## src/rtl/dice_i2c_pkg.sv

```systemverilog
// dice_i2c_pkg: shared state encoding and constants for the dice I2C target
package dice_i2c_pkg;
   typedef enum logic [3:0] {
      IDLE, ADDR, ADDR_ACK, SUB, SUB_ACK, WDATA, WDATA_ACK, RDATA, RDATA_MACK, IGNORE
   } state_t;
   localparam logic [6:0] DEFAULT_I2C_ADDR = 7'h70;
   localparam logic       RW_READ          = 1'b1;
endpackage

```

## src/rtl/dice_i2c_target_filter.sv

```systemverilog
// i2c_line_filter: 2-FF synchroniser plus stability filter for one I2C line
//   clk, rst  : system clock, synchronous active-high reset
//   din       : raw asynchronous pin
//   level     : filtered level (presets to 1, bus idle)
//   rise/fall : one-clk pulses on the same clk the filtered level changes
module i2c_line_filter #(
   parameter int FILTER_LEN = 3
) (
   input  logic clk,
   input  logic rst,
   input  logic din,
   output logic level,
   output logic rise,
   output logic fall
);
   localparam int CW = $clog2(FILTER_LEN + 1);
   logic [1:0]    sync;
   logic [CW-1:0] cnt;
   logic          diff, hit;
   // a new level is accepted on its FILTER_LEN-th consecutive differing sample
   assign diff = sync[1] != level;
   assign hit  = diff && (cnt == CW'(FILTER_LEN - 1));
   always_ff @(posedge clk) begin
      if (rst) begin
         sync  <= 2'b11;
         cnt   <= '0;
         level <= 1'b1;
         rise  <= 1'b0;
         fall  <= 1'b0;
      end else begin
         sync  <= {sync[0], din};
         cnt   <= (diff && !hit) ? cnt + 1'b1 : '0;
         level <= hit ? sync[1] : level;
         rise  <= hit & sync[1];
         fall  <= hit & ~sync[1];
      end
   end
endmodule

```

## src/rtl/dice_i2c_target.sv

```systemverilog
// dice_i2c_target: I2C target producing a register-write stream (optional reads via DICE_I2C_READ_EN)
//   clk, rst          : system clock, synchronous active-high reset
//   scl_in, sda_in    : raw bus pins; sda_oe=1 pulls SDA low (open drain)
//   wr_valid/addr/data: one-clk write pulse with sub-address and byte
//   rd_addr, rd_data  : sub-address being read and its combinational data (read build only)
//   busy              : high from an accepted START until the next STOP
import dice_i2c_pkg::*;
module dice_i2c_target #(
   parameter logic [6:0] I2C_ADDR   = DEFAULT_I2C_ADDR,
   parameter int         FILTER_LEN = 3
) (
   input  logic       clk,
   input  logic       rst,
   input  logic       scl_in,
   input  logic       sda_in,
   output logic       sda_oe,
   output logic       wr_valid,
   output logic [7:0] wr_addr,
   output logic [7:0] wr_data,
   output logic [7:0] rd_addr,
   input  logic [7:0] rd_data,
   output logic       busy
);
   state_t     state, state_n;
   logic [7:0] sh, sh_n, sub_addr, sub_n, wa_n, wd_n;
   logic [2:0] cnt, cnt_n;
   logic       smp, smp_n, oe_n, wv_n, busy_n;
   logic       scl_f, scl_rise, scl_fall, sda_f, sda_rise, sda_fall;
   logic       start, stop, done, addr_hit;
`ifdef DICE_I2C_READ_EN
   localparam logic READ_OK = 1'b1;
   logic [7:0] tx, tx_n;
   assign rd_addr = sub_addr;
`else
   localparam logic READ_OK = 1'b0;
   logic unused_rd;
   assign unused_rd = ^rd_data;
   assign rd_addr   = 8'h00;
`endif
   i2c_line_filter #(.FILTER_LEN(FILTER_LEN)) u_scl (.clk(clk), .rst(rst), .din(scl_in), .level(scl_f), .rise(scl_rise), .fall(scl_fall));
   i2c_line_filter #(.FILTER_LEN(FILTER_LEN)) u_sda (.clk(clk), .rst(rst), .din(sda_in), .level(sda_f), .rise(sda_rise), .fall(sda_fall));
   assign start    = sda_fall & scl_f;
   assign stop     = sda_rise & scl_f;
   assign done     = cnt == 3'd7;
   assign addr_hit = (sh[7:1] == I2C_ADDR) && (sh[0] != RW_READ || READ_OK);
   always_ff @(posedge clk) begin
      if (rst) begin
         state    <= IDLE;
         sh       <= '0;
         cnt      <= '0;
         smp      <= 1'b0;
         sub_addr <= '0;
         sda_oe   <= 1'b0;
         wr_valid <= 1'b0;
         wr_addr  <= '0;
         wr_data  <= '0;
         busy     <= 1'b0;
`ifdef DICE_I2C_READ_EN
         tx       <= '0;
`endif
      end else begin
         state    <= state_n;
         sh       <= sh_n;
         cnt      <= cnt_n;
         smp      <= smp_n;
         sub_addr <= sub_n;
         sda_oe   <= oe_n;
         wr_valid <= wv_n;
         wr_addr  <= wa_n;
         wr_data  <= wd_n;
         busy     <= busy_n;
`ifdef DICE_I2C_READ_EN
         tx       <= tx_n;
`endif
      end
   end
   // smp marks that an SCL high phase was seen, so the first fall after START is not a bit
   always_comb begin
      state_n = state;
      sh_n    = sh;
      cnt_n   = cnt;
      smp_n   = smp;
      sub_n   = sub_addr;
      oe_n    = sda_oe;
      wv_n    = 1'b0;
      wa_n    = wr_addr;
      wd_n    = wr_data;
      busy_n  = busy;
`ifdef DICE_I2C_READ_EN
      tx_n    = tx;
`endif
      if (start) begin
         state_n = ADDR;
         cnt_n   = '0;
         smp_n   = 1'b0;
         oe_n    = 1'b0;
         busy_n  = 1'b1;
      end else if (stop) begin
         state_n = IDLE;
         oe_n    = 1'b0;
         busy_n  = 1'b0;
      end else if (state != IDLE && scl_rise) begin
         smp_n = 1'b1;
         if (state inside {ADDR, SUB, WDATA, RDATA_MACK}) sh_n = {sh[6:0], sda_f};
`ifdef DICE_I2C_READ_EN
         // increment before the falling edge so rd_data already reflects the next address
         if (state == RDATA_MACK && !sda_f) sub_n = sub_addr + 8'd1;
`endif
      end else if (state != IDLE && scl_fall && smp) begin
         smp_n = 1'b0;
         if (state inside {ADDR, SUB, WDATA, RDATA}) cnt_n = cnt + 3'd1;
         case (state)
            ADDR: if (done) begin
               state_n = addr_hit ? ADDR_ACK : IGNORE;
               oe_n    = addr_hit;
            end
            ADDR_ACK: begin
               state_n = SUB;
               oe_n    = 1'b0;
`ifdef DICE_I2C_READ_EN
               if (sh[0] == RW_READ) begin
                  state_n = RDATA;
                  tx_n    = rd_data;
                  oe_n    = ~rd_data[7];
               end
`endif
            end
            SUB: if (done) begin
               state_n = SUB_ACK;
               sub_n   = sh;
               oe_n    = 1'b1;
            end
            SUB_ACK, WDATA_ACK: begin
               state_n = WDATA;
               oe_n    = 1'b0;
            end
            WDATA: if (done) begin
               state_n = WDATA_ACK;
               wv_n    = 1'b1;
               wa_n    = sub_addr;
               wd_n    = sh;
               sub_n   = sub_addr + 8'd1;
               oe_n    = 1'b1;
            end
`ifdef DICE_I2C_READ_EN
            RDATA: begin
               state_n = done ? RDATA_MACK : RDATA;
               tx_n    = {tx[6:0], 1'b0};
               oe_n    = done ? 1'b0 : ~tx[6];
            end
            RDATA_MACK: begin
               state_n = sh[0] ? IGNORE : RDATA;
               tx_n    = rd_data;
               oe_n    = sh[0] ? 1'b0 : ~rd_data[7];
            end
`endif
            default: ;
         endcase
      end
   end
endmodule
```

## config.mk

```make
export PLATFORM = sky130hd
export DESIGN_NAME = dice_i2c_target
export DESIGN_NICKNAME = d
export VERILOG_FILES = /design/src/rtl/dice_i2c_pkg.sv /design/src/rtl/dice_i2c_target_filter.sv /design/src/rtl/dice_i2c_target.sv
export SDC_FILE = /design/constraint.sdc
export NUM_CORES = 1
export LEC_CHECK = 0
export BUFFER_PORTS_ARGS = -buffer_cell sky130_fd_sc_hd__buf_2
export CAP_MARGIN = 10
export CORE_AREA = 2 2 80 82
export CTS_CLUSTER_SIZE = 16
export DETAILED_ROUTE_END_ITERATION = 10
export DIE_AREA = 0 0 82 84
export GPL_ROUTABILITY_DRIVEN = 1
export MAX_ROUTING_LAYER = met4
export SYNTH_ARGS = -nofsm -noshare
export SYNTH_HDL_FRONTEND = slang
export SYNTH_HIERARCHICAL = 1
export SYNTH_SLANG_ARGS = --single-unit
export TNS_END_PERCENT = 20
```

## constraint.sdc

```tcl
create_clock -name clk -period 5.1 [get_ports clk]
set_input_delay 0.51 -clock clk [delete_from_list [all_inputs] [get_ports clk]]
set_output_delay 0.51 -clock clk [all_outputs]
set_load 0.1 [all_outputs]
```

==> results of run 1 <==
cell families after synthesis:
family	after synthesis	synth area share, %
other cells	1	0.147
compound gates	44	12.5
buf+inv	25	5.35
xor+xnor	4	1.38
mux	26	10.2
flops	57	44.8
simple gates	98	23.1
fa+ha+maj	5	2.46
registers in the layout, indices dropped and copies added, names as in the netlist:
name and flops:
sh 8, sub_addr 8, wr_addr 8, wr_data 8, state 4, cnt 3
u_scl/cnt 2, u_scl/sync 2, u_sda/cnt 2, u_sda/sync 2, busy 1, sda_oe 1
smp 1, u_scl/fall 1, u_scl/level 1, u_scl/rise 1, u_sda/fall 1, u_sda/level 1
u_sda/rise 1, wr_valid 1
cell usage in the layout (no fill, tap or decap), types with 8 or more instances in the layout:
master and count:
a21oi_1 9, dfxtp_1 57, buf_2 22, o21ai_0 11, nor2_1 35, mux2i_1 26, conb_1 8, nand2_1 8
clkbuf_8 11
synthesized netlist by cell type, drive strengths merged (4+ instances only):
cell type  count
and2           4
nand2          8
or2            4
nor3           4
mux2i         26
buf           12
clkbuf         9
inv            4
o21ai         11
nor2          35
nand3          4
a21oi          9
nor4           7
nand2b         6
and4bb         5
ha             5
dfxtp         57
final cells by class:
cell class              count  area share (%)
multi-input cells         185            45.2
inverters                   4           0.523
clock inverters             5            1.88
clock buffers              11            5.28
well taps                  77            3.36
flip-flops and latches     57            39.8
repair buffers             23            4.01
metal layers:
metal	up-vias	wire [um]	track usage [%]
met2	26	2110	21.6
met1	883	2440	21.2
met4	0	110	9.55
met3	9	143	4.33
li1	967	-	-
met5	-	0	-
final timing paths:
kind / start / end / cells after the start
min: sda_in / u_sda/sync[0] / 2
min reg2reg: u_scl/sync[0] / u_scl/sync[1] / 1
max reg2reg: state[0] / wr_data[6] / 4
max: state[0] / wr_data[6] / 4
stage by stage:
step           total power [mW]  hold slack [ns]  util [%]  setup WS, ns  cells
2_1_floorplan             0.497            0.389         -          3.16    267
3_3_place_gp              0.496            0.393      43.6          2.33    345
3_5_place_dp              0.497            0.398      43.6          2.30    345
4_1_cts                   0.930            0.331      47.0          2.30    361
5_1_grt                   0.950            0.345      47.1          1.97    362
6_report                  0.917            0.352      47.1          2.33    362
report_power, final:
part / switching [mW] / total, mW / internal, mW
logic: 0.0340 / 0.0383 / 0.00423
registers: 0.00122 / 0.448 / 0.447
clock network: 0.180 / 0.430 / 0.250
total: 0.215 / 0.917 / 0.702
==> impl_metrics.env, run 1 <==
export IMPL_grt_pass1_vias=1771
export IMPL_worstSetupPathType="flip-flop to flip-flop"
export IMPL_synth_top_flop_cell="dfxtp_1"
export IMPL_post_cts_buffers=0
export IMPL_fmax_mhz=361
export IMPL_cap_viol_max_count=0
export IMPL_critPathSlowestCell="nor3_4"
export IMPL_io_pins=39
export IMPL_final_setup_tns_ns=0
export IMPL_peakVddDrop_v=0.000269
export IMPL_multi_input_area_sq_mm=0.00130
export IMPL_finClkSkew_ns=0.0101
export IMPL_drt_iter0_markers=76
export IMPL_required_ns=5.29
export IMPL_via_per_inst=5.21
export IMPL_slew_viol_final=0
export IMPL_ys_seq_area_share_pct=44.8
export IMPL_antenna_found_initial=0
export IMPL_yosysWarnings=6
export IMPL_drtPass1Iterations=4
export IMPL_cts_htree_levels=3
export IMPL_fin_nets=297
export IMPL_path_buf_inv=0
export IMPL_status="finished clean"
export IMPL_tightest_slew_ns=0.954
export IMPL_core_area_sq_mm=0.00610
export IMPL_initial_core_util_pct=41.8
export IMPL_hold_viol=0
export IMPL_die_w_um=82
export IMPL_avgSynthCellArea_sq_um=9.80
export IMPL_synth_area_sq_mm=0.00255
export IMPL_clock_sinks=57
export IMPL_grt_first_pass_wirelength_mm=8.25
export IMPL_hp_class="primary input to flip-flop"
export IMPL_grt_usage_pct=16.0
export IMPL_post_route_period_util_pct=54.3
export IMPL_cp_arrival_ns=2.96
export IMPL_cp_max_fo=18
export IMPL_fp_row_count=29
export IMPL_clockBufferDepth=2
export IMPL_grt_overflow=0
export IMPL_r2r_slack_ns=2.33
export IMPL_synth_area_leaders="dfxtp_1 (45%), mux2i_1 (10%), nor2_1 (5.2%)"
export IMPL_vias=1885
export IMPL_dpl_cell_area_sq_mm=0.00266
export IMPL_wirelength_mm=4.80
export IMPL_slew_headroom_pct=36.2
export IMPL_remaining_drc_errors=0
export IMPL_ys_types=57
export IMPL_areaGrowthSynthToFinish_pct=12.6
export IMPL_rsz0062_at_grt="false"
export IMPL_antenna_left=0
export IMPL_slowest_delay_ns=1.01
export IMPL_wl_per_cell_um=13.3
export IMPL_synth_enable_flop_cells=0
export IMPL_fin_crit_ns=2.77
export IMPL_cts_repair_resized=0
export IMPL_numCtsBuffers=9
export IMPL_diodes=0
export IMPL_clkTransAtPathRegs_ns=0.07
export IMPL_final_cell_area_sq_mm=0.00287
export IMPL_setup_viol=0
export IMPL_fillCellCount=591
export IMPL_ys_async_sr_fraction_pct=0
export IMPL_power_leakage_nw=1.16
export IMPL_clk_insertion_delay_late_ns=0.33
export IMPL_hold_buffers=0
export IMPL_seq_area_sq_mm=0.00114
export IMPL_portBuffers=22
export IMPL_crit_chain="nand4bb_1 > nor3_4 > mux2i_1 > nor2_1"
export IMPL_synth_top_area_share_pct=44.8
export IMPL_die_y_um=84
export IMPL_globalplace_congestion=0.811
export IMPL_root_buffer="clkbuf_8"
export IMPL_grt_max_degree=54
export IMPL_synth_cells=260
export IMPL_worst_path_dominant_cell_family="simple AND/OR/NAND/NOR gates"
export IMPL_yosysTopAreaCell="dfxtp_1"
export IMPL_drive_gt1_share_pct=20.0
export IMPL_worst_setup_path_end_kind="flip-flop"
export IMPL_dp_hpwl_mm=3.16
export IMPL_pwr_density_cell_mw_per_mm2=320
export IMPL_synth_seq_cells=57
export IMPL_cts_tree="done"
export IMPL_critPathLaunchType="flip-flop"
export IMPL_die_area_sq_mm=0.00689
Power figures use the tool's default switching activity.
==> inputs of run 2 (changes only) <==
ABC_AREA = 1   (was not set)
CORE_AREA = 2 2 82 84   (was 2 2 80 82)
DIE_AREA = 0 0 84 86   (was 0 0 82 84)
clock period = 2.4 ns   (was 5.1 ns; I/O delays follow)
==> impl_metrics.env, run 2 <==
export IMPL_yosysTopAreaCell="dfxtp_1"
export IMPL_avgSynthCellArea_sq_um=7.35
export IMPL_wirelength_mm=5.01
export IMPL_p_int_mw=1.57
export IMPL_worst_setup_path_end_kind="flip-flop"
export IMPL_slowest_delay_ns=0.54
export IMPL_clockBufferDepth=2
export IMPL_fmax_mhz=534
export IMPL_initial_core_util_pct=42.4
export IMPL_cts_repair_resized=0
export IMPL_fin_nets=402
export IMPL_cts_htree_levels=3
export IMPL_finClkSkew_ns=0.0101
export IMPL_required_ns=2.67
export IMPL_fp_row_count=29
export IMPL_hold_viol=0
export IMPL_grt_overflow=0
export IMPL_final_cell_area_sq_mm=0.00299
export IMPL_post_cts_buffers=0
export IMPL_antenna_left=0
export IMPL_slew_viol_final=0
export IMPL_ys_seq_area_share_pct=42.9
export IMPL_peakVddDrop_v=0.000399
export IMPL_status="finished clean"
export IMPL_cp_arrival_ns=2.14
export IMPL_whs_ns=0.0879
export IMPL_drtPass1Iterations=4
export IMPL_via_per_inst=4.81
export IMPL_switchingPower_uw=458
export IMPL_fillCellCount=633
export IMPL_cap_viol_max_count=0
export IMPL_synth_area_leaders="dfxtp_1 (43%), nor2_1 (10%), nand2_1 (7.6%)"
export IMPL_critPathSlowestCell="dfxtp_1"
export IMPL_drt_iter0_markers=110
export IMPL_final_setup_tns_ns=0
export IMPL_synth_cells=362
export IMPL_cp_max_fo=12
export IMPL_synth_seq_cells=57
export IMPL_switching_share_pct=22.5
export IMPL_remaining_drc_errors=0
export IMPL_diodes=0
export IMPL_clock_sinks=57
export IMPL_ys_async_sr_fraction_pct=0
export IMPL_clkTransAtPathRegs_ns=0.07
export IMPL_fin_crit_ns=1.87
export IMPL_final_common_cell="nor2_1"
export IMPL_die_w_um=84
export IMPL_hold_buffers=0
export IMPL_synthTopCellsByCount="nor2_1 (72), dfxtp_1 (57), nand2_1 (54)"
export IMPL_grt_first_pass_wirelength_mm=9.08
export IMPL_vias=2247
export IMPL_synth_enable_flop_cells=0
export IMPL_crit_chain="inv_2 > nor2_1 > nand2_1 > nand3_1 > nand2_1 > inv_1 > o21ai_0 > a21oi_1"
export IMPL_total_power_mw=2.03
export IMPL_critPathLaunchType="flip-flop"
export IMPL_synth_top_area_share_pct=42.9
export IMPL_setup_viol=0
export IMPL_root_buffer="clkbuf_8"
export IMPL_critPathMostFrequentCell="nand2_1"
export IMPL_pwr_share_seq_pct=46.9
export IMPL_globalplace_congestion=0.799
export IMPL_final_cell_mix="nor2_1 (72), dfxtp_1 (57), nand2_1 (54)"
export IMPL_post_route_util_pct=47.6
export IMPL_worstSetupPathType="flip-flop to flip-flop"
export IMPL_reg2regPathDepth=8
export IMPL_grt_pass1_vias=2120
export IMPL_yosysWarnings=6
export IMPL_numCtsBuffers=9
export IMPL_clk_insertion_delay_late_ns=0.34
export IMPL_areaGrowthSynthToFinish_pct=12.3
export IMPL_dpl_cell_area_sq_mm=0.00277
export IMPL_core_area_sq_mm=0.00628
export IMPL_hold_path_depth=2
export IMPL_antenna_found_initial=0
export IMPL_drive_gt1_share_pct=17.2
export IMPL_post_route_period_util_pct=78.0
export IMPL_cts_tree="done"
export IMPL_grt_usage_pct=16.2
export IMPL_wl_per_cell_um=10.7
export IMPL_pwr_density_cell_mw_per_mm2=681
export IMPL_synth_top_flop_cell="dfxtp_1"
export IMPL_io_pins=39
export IMPL_dp_hpwl_mm=3.63
export IMPL_power_leakage_nw=1.37
export IMPL_p_comb_share_pct=4.6
export IMPL_ys_types=32
export IMPL_die_area_sq_mm=0.00722
export IMPL_yosysMostFrequentCell="nor2_1"
export IMPL_synth_area_sq_mm=0.00266
export IMPL_grt_max_degree=31
export IMPL_rsz0062_at_grt="false"
export IMPL_die_y_um=86
export IMPL_portBuffers=22
export IMPL_p_clk_share_pct=48.6
export IMPL_hp_class="primary input to flip-flop"
## run 2: worst max-delay path: cells and delay by family (launching register included)
family                 cells  cell delay [ns]
AO/OA/AOI/OAI              2             0.23
buffers and inverters      2             0.33
flip-flops                 1             0.54
AND/OR/NAND/NOR            4             0.71
## run 2: cell type report
type / instances / area, sq um / area share, %
Multi-Input combinational cell: 255 / 1260 / 42.2
Timing Repair Buffer: 23 / 118 / 3.94
Tap cell: 77 / 96.3 / 3.23
Clock inverter: 5 / 78.8 / 2.64
Sequential cell: 57 / 1140 / 38.2
Inverter: 39 / 151 / 5.07
Clock buffer: 11 / 141 / 4.73
## run 2: power groups by stage
stage	clock network, mW	logic, mW	registers, mW
global route	1.06	0.0999	0.952
floorplan	0	0.0909	0.973
detailed placement	0	0.0928	0.974
finish	0.987	0.0927	0.952
global placement	0	0.0919	0.973
CTS	1.01	0.0929	0.952
## run 2: through the flow
| step | instances | setup slack (ns) |
|---|---|---|
| detailed placement | 451 | 0.548 |
| floorplan | 369 | 1.00 |
| global route | 467 | 0.246 |
| CTS | 467 | 0.527 |
| finish | 467 | 0.527 |
| global placement | 451 | 0.578 |
## run 2: path summary, 6_finish.rpt
path	to	from	slack, ns
worst max register to register	sh[6]	state[0]	0.53
worst min register to register	u_sda/cnt[0]	u_sda/cnt[0]	0.41
worst min-delay path	u_scl/sync[0]	scl_in	0.09
worst max-delay path	sh[6]	state[0]	0.53
## run 2: cell families (layout without fill, tap and decap cells)
kind of cell             after synthesis  after routing  synth area share (%)
adder cells (fa/ha/maj)                5              5                  2.35
AND/OR/NAND/NOR                      180            180                  31.7
flip-flops                            57             57                  42.9
other                                  1              8                 0.141
buffers and inverters                 57             78                  10.7
AO/OA/AOI/OAI                         60             60                  11.5
XOR/XNOR                               2              2                 0.659
## run 2: layer usage
metal,wire (um),global-route usage (%),vias to the layer above
met5,0,-,-
met4,111,7.92,0
met3,197,4.62,12
met2,2180,24.9,39
met1,2520,19.7,1006
li1,-,-,1190
==> inputs of run 3 (changes only) <==
clock period = 1.5 ns   (was 2.4 ns; I/O delays follow)
==> impl_metrics.env, run 3 (synthesis gave the netlist of run 2 again) <==
export IMPL_status="finished clean"
export IMPL_areaGrowthSynthToFinish_pct=22.7
export IMPL_root_buffer="clkbuf_8"
export IMPL_grt_first_pass_wirelength_mm=9.49
export IMPL_initial_core_util_pct=42.4
export IMPL_grt_max_degree=31
export IMPL_worstSetupPathType="flip-flop to flip-flop"
export IMPL_numCtsBuffers=9
export IMPL_required_ns=1.73
export IMPL_antenna_found_initial=0
export IMPL_die_w_um=84
export IMPL_slowest_delay_ns=0.35
export IMPL_final_common_cell="nor2_1"
export IMPL_pwr_density_cell_mw_per_mm2=1050
export IMPL_critPathLaunchType="flip-flop"
export IMPL_slew_viol_final=0
export IMPL_fin_nets=424
export IMPL_fp_row_count=29
export IMPL_hold_viol=0
export IMPL_cap_viol_max_count=0
export IMPL_globalRouteMet3Util_pct=3.46
export IMPL_remaining_drc_errors=0
export IMPL_hp_class="primary input to flip-flop"
export IMPL_fin_crit_ns=1.47
export IMPL_gr_usage_met2_pct=26.9
export IMPL_core_area_sq_mm=0.00628
export IMPL_clock_sinks=57
export IMPL_setup_viol=0
export IMPL_critPathMostFrequentCell="nand2_4"
export IMPL_whs_ns=0.206
export IMPL_antenna_left=0
export IMPL_dp_hpwl_mm=3.70
export IMPL_finClkSkew_ns=0.00637
export IMPL_final_cell_mix="nor2_1 (69), nand2_1 (53), dfxtp_1 (51)"
export IMPL_multi_input_area_sq_mm=0.00133
export IMPL_portBuffers=22
export IMPL_cts_htree_levels=3
export IMPL_cp_max_fo=10
export IMPL_final_cell_area_sq_mm=0.00326
export IMPL_rsz0062_at_grt="true"
export IMPL_power_leakage_nw=1.47
export IMPL_seq_area_sq_mm=0.00115
export IMPL_peakVddDrop_v=0.000700
export IMPL_clkTransAtPathRegs_ns=0.07
export IMPL_drive_gt1_share_pct=24.5
export IMPL_die_y_um=86
export IMPL_grt_overflow=0
export IMPL_post_route_period_util_pct=98.0
export IMPL_vias=2322
export IMPL_dpl_cell_area_sq_mm=0.00291
export IMPL_clockBufferDepth=2
export IMPL_cp_arrival_ns=1.70
export IMPL_top_usage_layer="met2"
export IMPL_cts_tree="done"
export IMPL_critPathSlowestCell="dfxtp_2"
export IMPL_post_cts_buffers=0
export IMPL_via_per_inst=4.75
export IMPL_grt_usage_pct=16.8
export IMPL_fillCellCount=617
export IMPL_die_area_sq_mm=0.00722
export IMPL_diodes=0
export IMPL_grt_pass1_vias=2170
export IMPL_clk_insertion_delay_late_ns=0.33
export IMPL_drtPass1Iterations=4
export IMPL_fmax_mhz=680
export IMPL_wirelength_mm=5.55
export IMPL_crit_chain="nor2_4 > nand2_4 > nand2_4 > nand3_2 > clkinv_4 > buf_12 > nand2_4 > nor3_1 > nor2_1"
export IMPL_worst_setup_path_end_kind="flip-flop"
export IMPL_io_pins=39
export IMPL_globalplace_congestion=0.849
export IMPL_drt_iter0_markers=107
export IMPL_use_met1_pct=20.6
export IMPL_wl_per_cell_um=11.3
[run 3: final cells by class]
cell class	instances	area share (%)
multi-input cells	257	40.8
clock inverters	5	3.14
inverters	39	4.87
clock buffers	11	4.33
flip-flops and latches	57	35.2
repair buffers	43	8.74
well taps	77	2.95
[run 3: stage by stage]
stage	setup TNS [ns]	worst slack, ns	instances	util (%)	total power, mW
2_1_floorplan	0	0.103	369	-	1.70
6_report	0	0.0302	489	52.0	3.43
3_3_place_gp	-0.186	-0.0185	469	46.4	1.71
3_5_place_dp	-0.395	-0.0387	469	46.4	1.71
5_1_grt	-0.482	-0.0552	489	52.0	3.54
4_1_cts	0	0.00981	489	51.1	3.46
[run 3: timing repair]
| action | in CTS | in global routing |
|---|---|---|
| pin swaps | 2 | 4 |
| endpoints found under the setup margin | 18 | 39 |
| hold endpoints to repair | 2 | 0 |
| hold buffers | 2 | 0 |
| resized for setup | 4 | 24 |
| cloned | 2 | 0 |
[run 3: path summary, 6_finish.rpt]
kind                                   start            to  slack, ns  cells after the start
worst max-delay path                state[2]   sub_addr[2]       0.03                      9
worst min-delay path                     rst      state[0]       0.21                      3
worst max register to register      state[2]   sub_addr[2]       0.03                      9
worst min register to register  u_sda/cnt[0]  u_sda/cnt[0]       0.41                      1
[run 3: metal layers]
layer,wire (um),up-vias,share of wire [%]
met1,2750,1036,50
met5,0,-,0
li1,-,1232,-
met3,213,9,3.8
met2,2490,45,45
met4,92,0,1.7
[run 3: power by group]
| group | switching (mW) | internal (mW) |
|---|---|---|
| logic | 0.129 | 0.0273 |
| registers | 0.00364 | 1.52 |
| clock network | 0.604 | 1.15 |
| total | 0.737 | 2.69 |
[run 3: worst max-delay path: cells and delay by family, from the launching register on]
family / cells / cell delay (ns)
flops: 1 / 0.35
simple gates: 7 / 0.76
buf+inv: 2 / 0.24
